**src/rtl/spi_pkg.sv**
```systemverilog
// Shared state encoding, command codes and bit-order helper for the SPI slave.
package spi_pkg;

  typedef logic [2:0] state_t;

  localparam state_t StIdle     = 3'd0;
  localparam state_t StChkCmd   = 3'd1;
  localparam state_t StWrite    = 3'd2;
  localparam state_t StReadAdd  = 3'd3;
  localparam state_t StReadData = 3'd4;
  localparam state_t StRdWait   = 3'd5;
  localparam state_t StRdSend   = 3'd6;
  localparam state_t StDone     = 3'd7;

  localparam logic [1:0] CMD_WR_ADDR = 2'b00;
  localparam logic [1:0] CMD_WR_DATA = 2'b01;
  localparam logic [1:0] CMD_RD_ADDR = 2'b10;
  localparam logic [1:0] CMD_RD_DATA = 2'b11;

  // Data-word bit index carried by the i-th serial payload bit.
  function automatic int unsigned bit_idx(input int unsigned i, input int unsigned width,
                                          input bit lsb_first);
    return lsb_first ? i : width - 1 - i;
  endfunction

endpackage

```
**src/rtl/spi_tx_serializer.sv**
```systemverilog
// Parallel-load MISO serialiser: first bit appears the cycle after load, one bit per shift.
module spi_tx_serializer
  import spi_pkg::*;
#(
  parameter int unsigned DATA_W    = 8,
  parameter bit          LSB_FIRST = 1'b0
) (
  input  logic              clk,
  input  logic              rst_n,
  input  logic              load_i,
  input  logic              shift_i,
  input  logic              clr_i,
  input  logic [DATA_W-1:0] data_i,
  output logic              miso_o,
  output logic              done_o
);

  localparam int unsigned RemW = (DATA_W > 1) ? $clog2(DATA_W) : 1;

  logic [DATA_W-1:0] ord;
  logic [DATA_W-1:0] sh_q, sh_d;
  logic [RemW-1:0]   rem_q, rem_d;
  logic              miso_q, miso_d;

  // Reorder so the word always leaves from the top bit.
  for (genvar g = 0; g < DATA_W; g++) begin : g_ord
    assign ord[DATA_W-1-g] = data_i[bit_idx(g, DATA_W, LSB_FIRST)];
  end

  always_comb begin
    sh_d   = sh_q;
    rem_d  = rem_q;
    miso_d = miso_q;
    done_o = 1'b0;
    if (clr_i) begin
      sh_d   = '0;
      rem_d  = '0;
      miso_d = 1'b0;
    end else if (load_i) begin
      miso_d = ord[DATA_W-1];
      sh_d   = ord << 1;
      rem_d  = RemW'(DATA_W - 1);
    end else if (shift_i) begin
      if (rem_q != '0) begin
        miso_d = sh_q[DATA_W-1];
        sh_d   = sh_q << 1;
        rem_d  = rem_q - RemW'(1);
      end else begin
        miso_d = 1'b0;
        done_o = 1'b1;
      end
    end
  end

  always_ff @(posedge clk or negedge rst_n) begin
    if (!rst_n) begin
      sh_q   <= '0;
      rem_q  <= '0;
      miso_q <= 1'b0;
    end else begin
      sh_q   <= sh_d;
      rem_q  <= rem_d;
      miso_q <= miso_d;
    end
  end

  assign miso_o = miso_q;

endmodule

```
**src/rtl/spi_slave_ctrl.sv**
```systemverilog
// SPI slave front-end: frame deserialiser, read-data handshake with timeout, MISO serialiser.
module spi_slave_ctrl
  import spi_pkg::*;
#(
  parameter int unsigned DATA_W     = 8,
  parameter bit          LSB_FIRST  = 1'b0,
  parameter int unsigned TX_TIMEOUT = 15,
  parameter int unsigned CNT_W      = $clog2(DATA_W + 2)
) (
  input  logic              clk,
  input  logic              rst_n,
  input  logic              SS_n,
  input  logic              MOSI,
  output logic              MISO,
  output logic [DATA_W+1:0] rx_data,
  output logic              rx_valid,
  input  logic [DATA_W-1:0] tx_data,
  input  logic              tx_valid,
  output logic              frame_err,
  output logic              tx_timeout,
  output logic              busy
);

  localparam int unsigned     TmoW    = $clog2(TX_TIMEOUT + 1);
  localparam logic [CNT_W-1:0] LastBit = CNT_W'(DATA_W + 1);
  localparam logic [TmoW-1:0]  TmoLast = TmoW'(TX_TIMEOUT - 1);

  state_t             state_q, state_d;
  logic [CNT_W-1:0]   cnt_q, cnt_d;
  logic [TmoW-1:0]    tmo_q, tmo_d;
  logic [1:0]         cmd_q, cmd_d;
  logic [DATA_W-1:0]  pay_q, pay_d;
  logic [DATA_W+1:0]  rx_data_q, rx_data_d;
  logic               rx_valid_q, rx_valid_d;
  logic               frame_err_q, frame_err_d;
  logic               tx_timeout_q, tx_timeout_d;
  logic               rd_addr_done_q, rd_addr_done_d;
  logic               ser_load, ser_shift, ser_done;

  always_comb begin
    state_d        = state_q;
    cnt_d          = cnt_q;
    tmo_d          = tmo_q;
    cmd_d          = cmd_q;
    pay_d          = pay_q;
    rx_data_d      = rx_data_q;
    rx_valid_d     = 1'b0;
    frame_err_d    = 1'b0;
    tx_timeout_d   = 1'b0;
    rd_addr_done_d = rd_addr_done_q;
    ser_load       = 1'b0;
    ser_shift      = 1'b0;

    unique case (state_q)
      StIdle: begin
        if (!SS_n) state_d = StChkCmd;
      end
      StChkCmd: begin
        if (SS_n) begin
          state_d     = StIdle;
          frame_err_d = 1'b1;
        end else begin
          cmd_d = {MOSI, 1'b0};
          pay_d = '0;
          cnt_d = '0;
          if (!MOSI)               state_d = StWrite;
          else if (rd_addr_done_q) state_d = StReadData;
          else                     state_d = StReadAdd;
        end
      end
      StWrite, StReadAdd, StReadData: begin
        if (SS_n) begin
          state_d     = StIdle;
          frame_err_d = 1'b1;
        end else if (cnt_q != LastBit) begin
          cnt_d = cnt_q + CNT_W'(1);
          if (cnt_q == '0)   cmd_d[0] = MOSI;
          else if (LSB_FIRST) pay_d   = {MOSI, pay_q[DATA_W-1:1]};
          else                pay_d   = {pay_q[DATA_W-2:0], MOSI};
        end else begin
          rx_data_d  = {cmd_q, pay_q};
          rx_valid_d = 1'b1;
          if (state_q == StReadData) begin
            state_d = StRdWait;
            tmo_d   = '0;
          end else begin
            state_d = StDone;
            if (state_q == StReadAdd) rd_addr_done_d = 1'b1;
          end
        end
      end
      StRdWait: begin
        if (SS_n) begin
          state_d     = StIdle;
          frame_err_d = 1'b1;
        end else if (tx_valid) begin
          ser_load = 1'b1;
          state_d  = StRdSend;
        end else if (tmo_q == TmoLast) begin
          tmo_d          = tmo_q + TmoW'(1);
          tx_timeout_d   = 1'b1;
          rd_addr_done_d = 1'b0;
          state_d        = StDone;
        end else begin
          tmo_d = tmo_q + TmoW'(1);
        end
      end
      StRdSend: begin
        if (SS_n) begin
          state_d        = StIdle;
          frame_err_d    = 1'b1;
          rd_addr_done_d = 1'b0;
        end else begin
          ser_shift = 1'b1;
          if (ser_done) begin
            rd_addr_done_d = 1'b0;
            state_d        = StDone;
          end
        end
      end
      StDone: begin
        if (SS_n) state_d = StIdle;
      end
      default: state_d = StIdle;
    endcase
  end

  always_ff @(posedge clk or negedge rst_n) begin
    if (!rst_n) begin
      state_q        <= StIdle;
      cnt_q          <= '0;
      tmo_q          <= '0;
      cmd_q          <= '0;
      pay_q          <= '0;
      rx_data_q      <= '0;
      rx_valid_q     <= 1'b0;
      frame_err_q    <= 1'b0;
      tx_timeout_q   <= 1'b0;
      rd_addr_done_q <= 1'b0;
    end else begin
      state_q        <= state_d;
      cnt_q          <= cnt_d;
      tmo_q          <= tmo_d;
      cmd_q          <= cmd_d;
      pay_q          <= pay_d;
      rx_data_q      <= rx_data_d;
      rx_valid_q     <= rx_valid_d;
      frame_err_q    <= frame_err_d;
      tx_timeout_q   <= tx_timeout_d;
      rd_addr_done_q <= rd_addr_done_d;
    end
  end

  // SS_n high forces MISO low in every state, covering aborts and DONE.
  spi_tx_serializer #(
    .DATA_W    (DATA_W),
    .LSB_FIRST (LSB_FIRST)
  ) u_tx (
    .clk     (clk),
    .rst_n   (rst_n),
    .load_i  (ser_load),
    .shift_i (ser_shift),
    .clr_i   (SS_n),
    .data_i  (tx_data),
    .miso_o  (MISO),
    .done_o  (ser_done)
  );

  assign rx_data    = rx_data_q;
  assign rx_valid   = rx_valid_q;
  assign frame_err  = frame_err_q;
  assign tx_timeout = tx_timeout_q;
  assign busy       = (state_q != StIdle);

endmodule

```
**config.mk**
```make
export PLATFORM = sky130hd
export DESIGN_NAME = spi_slave_ctrl
export DESIGN_NICKNAME = d
export VERILOG_FILES = /design/src/rtl/spi_pkg.sv /design/src/rtl/spi_tx_serializer.sv /design/src/rtl/spi_slave_ctrl.sv
export SDC_FILE = /design/constraint.sdc
export NUM_CORES = 1
export LEC_CHECK = 0
export ABC_AREA = 1
export BUFFER_PORTS_ARGS = -buffer_cell sky130_fd_sc_hd__buf_2
export CORE_MARGIN = 10
export CORE_UTILIZATION = 60
export CTS_BUF_LIST = sky130_fd_sc_hd__clkbuf_8
export CTS_CLUSTER_SIZE = 16
export DETAILED_ROUTE_END_ITERATION = 16
export HOLD_SLACK_MARGIN = 0.06
export PLACE_DENSITY = 0.85
export REMOVE_ABC_BUFFERS = 1
export SLEW_MARGIN = 30
export SYNTH_ARGS = -nofsm -noshare
export SYNTH_HDL_FRONTEND = slang
export SYNTH_SLANG_ARGS = --single-unit
```
**constraint.sdc**
```tcl
create_clock -name clk -period 1.7 [get_ports clk]
set_clock_uncertainty 0.1 [all_clocks]
set_input_delay 0.17 -clock clk [delete_from_list [all_inputs] [get_ports clk]]
set_output_delay 0.17 -clock clk [all_outputs]
set_load 0.005 [all_outputs]
```
# Word-level counts from Yosys, hierarchy flattened
# Cells that the tools add are included.
# W data, S select, Z words.
word_totals:
  register_bits: 47
  input_bits: 13
  out_inout_bits: 15
  wordCells: 139
op_classes:
  add_sub_neg: 3
  n_eq_ne: 26
  muxes: 74
  n_bitwise: 2
  n_reduce_logical: 20
op_table:
  columns: ["op", "count"]
  rows:
  - ["$mux W8", 8]
  - ["$mux W3", 16]
  - ["$mux W1", 35]
  - ["$mux W4", 8]
  - ["$ne A2 B2 Y1 const B", 14]
  - ["$pmux W3 S6", 1]
  - ["$pmux W4 S2", 2]
  - ["$pmux W8 S2", 1]
  - ["$reduce_and A5 Y1", 3]
  - ["$reduce_bool A3 Y1", 5]
  - ["$eq A3 B3 Y1 const B", 4]
  - ["$reduce_and A9 Y1", 1]
  - ["$add A4 B1 Y4 const B", 2]
  - ["$ne A4 B4 Y1 const B", 2]
  - ["$eq A3 B2 Y1 const B", 2]
  - ["$ne A3 B3 Y1 const B", 2]
  - ["$reduce_and A6 Y1", 1]
  - ["$reduce_or A6 Y1", 1]
  - ["$eq A4 B4 Y1 const B", 1]
  - ["$logic_not A4 Y1", 1]
  - ["$reduce_and A2 Y1", 2]
  - ["$reduce_and A4 Y1", 1]
  - ["$reduce_bool A2 Y1", 2]
  - ["$eq A3 B1 Y1 const B", 1]
  - ["other kinds (8)", 9]

# Depth between registers and ports, before layout
logic_depth:
  ltp_word: 8
  ltp_mapped: 11
  mapped_depth_nobuf: 10

# By module
# Synthesis repeated with hierarchy kept, for this count alone.
hier_totals:
  cells_unflattened: 329
  hier_area_um2: 2546.2
modules_own_cells:
  columns: ["module", "instances", "cells_each", "area_each_um2", "seq_area_each_um2"]
  rows:
  - ["spi_slave_ctrl", 1, 236, 1884.3, 875.8]
  - ["spi_tx_serializer", 1, 93, 661.9, 275.3]

# Worst setup path before layout
# OpenSTA, ideal clock, no wires.
synth_path:
  path_kind: "register to register"
  from: "register cnt_q[0]"
  to: "register pay_q[0]"
  setup_time_ns: 0.126
  arrival_time_ns: 1.220
  required_time_ns: 1.474
  setup_slack_ns: 0.254
  stages_incl_launch_ff: 8
  n_path_buf: 0
  period_less_slack_ns: 1.446
  path_cell_list: "dfrtp_1 > ha_1 > nand3_1 > nand2_1 > nor2_2 > nand2_1 > nand2_2 > o21ai_0"
synth_between:
  elab_chain_cells: 3
  word_cells_on_any_way: 5
  cone_classes: "eq/ne: 3; reduce/logical: 2"
synth_lines:
  columns: ["element", "line", "text"]
  rows:
  - ["start, declared", "spi_slave_ctrl.sv:29", "logic [CNT_W-1:0] cnt_q, cnt_d;"]
  - ["start signal, assigned", "spi_slave_ctrl.sv:142", "cnt_q <= cnt_d;"]
  - ["$ne A4 B4 Y1 / $logic_not A4 Y1 (equally long branches)", "spi_slave_ctrl.sv:75, spi_slave_ctrl.sv:77", null]
  - ["$ne A2 B2 Y1 (no line)", null, null]
  - ["$reduce_and A5 Y1 (no line) *", null, null]
  - ["end signal, assigned", "spi_slave_ctrl.sv:145", "pay_q <= pay_d;"]
  - ["end, declared", "spi_slave_ctrl.sv:32", "logic [DATA_W-1:0] pay_q, pay_d;"]
# Mark *: on every way between the ends. The rest lies on a longest branch, timed or not.
# A chain may end at the register's enable or synchronous reset.

# Worst setup path in the final report
layout_path:
  from: "register state_q[2]"
  to: "register rx_data_q[1] (netlist: rx_data[1])"
layout_between:
  elab_chain_cells: 3
  word_cells_on_any_way: 5
  cone_classes: "eq/ne: 3; reduce/logical: 2"
layout_lines:
  columns: ["element", "line", "text"]
  rows:
  - ["start, declared", "spi_slave_ctrl.sv:28", "state_t state_q, state_d;"]
  - ["start signal, assigned", "spi_slave_ctrl.sv:130", "state_q <= StIdle;"]
  - ["start signal, assigned", "spi_slave_ctrl.sv:141", "state_q <= state_d;"]
  - ["$eq A3 B3 Y1 / $eq A3 B2 Y1 (equally long branches)", "spi_slave_ctrl.sv:54", "unique case (state_q)"]
  - ["$reduce_or A3 Y1 *", "spi_slave_ctrl.sv:54", null]
  - ["$reduce_and A3 Y1 (no line) *", null, null]
  - ["end signal, assigned", "spi_slave_ctrl.sv:146", "rx_data_q <= rx_data_d;"]
  - ["end, declared", "spi_slave_ctrl.sv:33", "logic [DATA_W+1:0] rx_data_q, rx_data_d;"]
# Marks and branches as above.

==> results.json <==
{
  "status": "finished, final reports clean",
  "setup_viol": 0,
  "ir_drop_v": 0.0008009,
  "first_pass_iters": 4,
  "endpoint_kind": "flop",
  "synth_area_leaders": "dfrtp_1 (49%), nand2_1 (16%), inv_1 (7.1%)",
  "num_rows": 22,
  "cp-start-kind": "flop",
  "setup_tns_ps": 0,
  "synth_compound_area_share_pct": 9.307,
  "grt_use_met3_pct": 4.418,
  "synthMuxAreaShare_pct": 0,
  "cp-endpoint": "rx_data[1]",
  "synth_cell_type_count": 21,
  "cts_tree": "done",
  "r2r_start": "state_q[2]",
  "num_antenna_cells": 0,
  "clock_sinks": 46,
  "synthAdderAreaFrac_pct": 3.702,
  "cts_inserted_buffers": 5,
  "reg2reg_to": "rx_data[1]",
  "num_vias": 2057,
  "powerDensity_nw_per_um2": 1325,
  "grt_max_degree": 30,
  "die_area_sq_um": 6855,
  "crit_top_cell": "nand2_1",
  "relSlewSlack_pct": 68.78,
  "dieWidth_microns": 82.80,
  "place_hpwl_microns": 3708,
  "hp-class": "in2reg",
  "route.detailed.drc": 0,
  "routedWlPerCell_microns": 12.17,
  "cp.arrival_ps": 1700,
  "routed_via_density": 5.067,
  "globalRouteMet2Util_pct": 26.23,
  "path_max_fanout": 20,
  "cp_cell_sequence": "nand2_1 -> nand2_1 -> nor2_4 -> nand3_1 -> buf_6 -> nand2_1 -> o21ai_1",
  "yosys.area.top_type": "dfrtp_1",
  "instances_no_fill": 406,
  "nets": 377,
  "core_area_sq_um": 3744,
  "antenna_found_initial": 0,
  "grt_use_total_pct": 16.13,
  "cp.depth": 7,
  "path_clk_slew_ps": 80,
  "yosysWarningCount": 0,
  "overflow": 0,
  "hold_ws_ps": 79.79,
  "ys_seq_area_share_pct": 48.65,
  "synth-simple-area-share_pct": 27.55,
  "met1_usage_pct": 20.35,
  "synth_top_family_by_area": "simple AND/OR/NAND/NOR gates",
  "start_util_pct": 63.20,
  "power_leakage_nw": 1.535,
  "tightest_slew_ps": 468.2,
  "final_cell_mix": "nand2_1 (100), inv_1 (45), dfrtp_1 (43), o21ai_0 (30), buf_2 (27)",
  "portBuffers": 27,
  "ioPinCount": 28,
  "rr_worst_depth": 7,
  "clk_latency_ps": 300,
  "max-cap-violations": 0,
  "layout-area-overhead-vs-synth_pct": 19.46,
  "finalWeightedCongestion": 0.8891,
  "worst-r2r-setup-slack_ps": 80,
  "timing.final.crit_share_pct": 95.30,
  "final_common_cell": "nand2_1",
  "path_class": "reg2reg",
  "cp_top_family": "simple AND/OR/NAND/NOR gates",
  "cts_root_buf": "clkbuf_8",
  "ctsLongestPathBuffers": 2,
  "ys_ff_latch": 46,
  "syn_area_sq_um": 2366,
  "max_freq_mhz": 617.2,
  "synth_top_area_share_pct": 48.65,
  "period_needed_ps": 1620,
  "drive_above_1_share_pct": 17.60,
  "worst-path-buf-inv": 1,
  "cp-startpoint": "state_q[2]",
  "syn_inst": 317,
  "dr.first_iter.drc_count": 128,
  "finalPower_mw": 3.745,
  "dp.cells": 393,
  "grt_pass1_wl_microns": 8756,
  "die_h_microns": 82.80,
  "htree_levels": 2,
  "crit_required_ps": 1780,
  "busiest_layer": "met2",
  "hold_viol": 0,
  "cp_slowest_cell": "dfrtp_2",
  "final_max_slew_viol_count": 0,
  "rsz0062_at_grt": "yes",
  "cpPeakStageDelay_ps": 470,
  "ant_nets": 0,
  "synthXorXnorAreaFrac_pct": 1.111,
  "syn_area_per_cell_sq_um": 7.464,
  "routed_wl_microns": 4942,
  "grt_pass1_vias": 2015
}
[worst min-delay path, stage by stage]
cell     delay, ps
buf_2           80
inv_1           30
nand2_1         50
nand3_1         50
o21ai_0         60
[layout make-up]
class	count	area [sq um]
clock inverters	2	60.06
inverters	51	191.4
multi-input cells	213	1018
fillers	300	917.1
well taps	48	60.06
flip-flops and latches	46	1155
clock buffers	6	82.58
repair buffers	40	259.0
[through the flow]
| stage | area (sq um) | util (%) | setup WS, ps |
|---|---|---|---|
| 6_report | 2826 | 75.50 | 79.85 |
| 5_1_grt | 2826 | 75.50 | -45.83 |
| 4_1_cts | 2779 | 74.23 | 13.40 |
| 3_5_place_dp | 2596 | 69.35 | 46.62 |
| 3_3_place_gp | 2596 | 69.35 | 46.74 |
| 2_1_floorplan | 2328 | - | 40.14 |
[worst min-delay path by stage]
stage,start,end,slack (ps),cells after the start
floorplan,rst_n,cmd_q[0],-230,0
detailed placement,rst_n,cnt_q[3],40,1
finish,tx_data[5],u_tx.sh_q[6],80,5
global route,tx_data[4],u_tx.sh_q[5],90,5
CTS,tx_data[2],u_tx.sh_q[3],80,5
global placement,rst_n,cnt_q[1],40,1
[synth_stat cells (all sizes together)]
master and instances:
a21oi 3, buf 5, clkbuf 2, clkinv 1, dfrtp 46, ha 7
inv 50, nand2 104, nand3 22, nand4 2, nor2 29, nor3 2
o21ai 41, xnor2 1, xor2 2
[flip-flops by register name (all words and copies together), names as in the netlist]
signal          flops
cnt_q               4
cmd_q               2
rx_valid            1
u_tx.miso_o         1
tmo_q               4
rd_addr_done_q      1
rx_data            10
u_tx.rem_q          3
frame_err           1
u_tx.sh_q           7
state_q             3
pay_q               8
tx_timeout          1
[repair_timing]
action	in CTS	in global routing
hold buffers	4	0
setup buffers	0	1
endpoints found under the setup margin	0	38
gates resized for setup	0	12
endpoints found under the hold margin	20	0
[per-layer routing]
metal	vias to the layer above	wire (microns)
li1	1060	-
met1	942	2296
met2	47	2242
met3	8	341
met4	0	62
met5	-	0
[logic make-up after synthesis]
family                     count (synthesis)
buffers and inverters                     58
DFF                                       46
and+or+nand+nor                          159
adders and majority gates                  7
AOI/OAI and AO/OA                         44
xor gates and xnor gates                   3
[where the power goes]
part	internal, mW	leakage, nW	switching [mW]	total [mW]
combinational	0.463	0.839	0.845	1.31
clock	0.626	0.0714	0.349	0.975
sequential	1.28	0.625	0.178	1.46
Note: power is estimated with default switching activity, not from simulation.
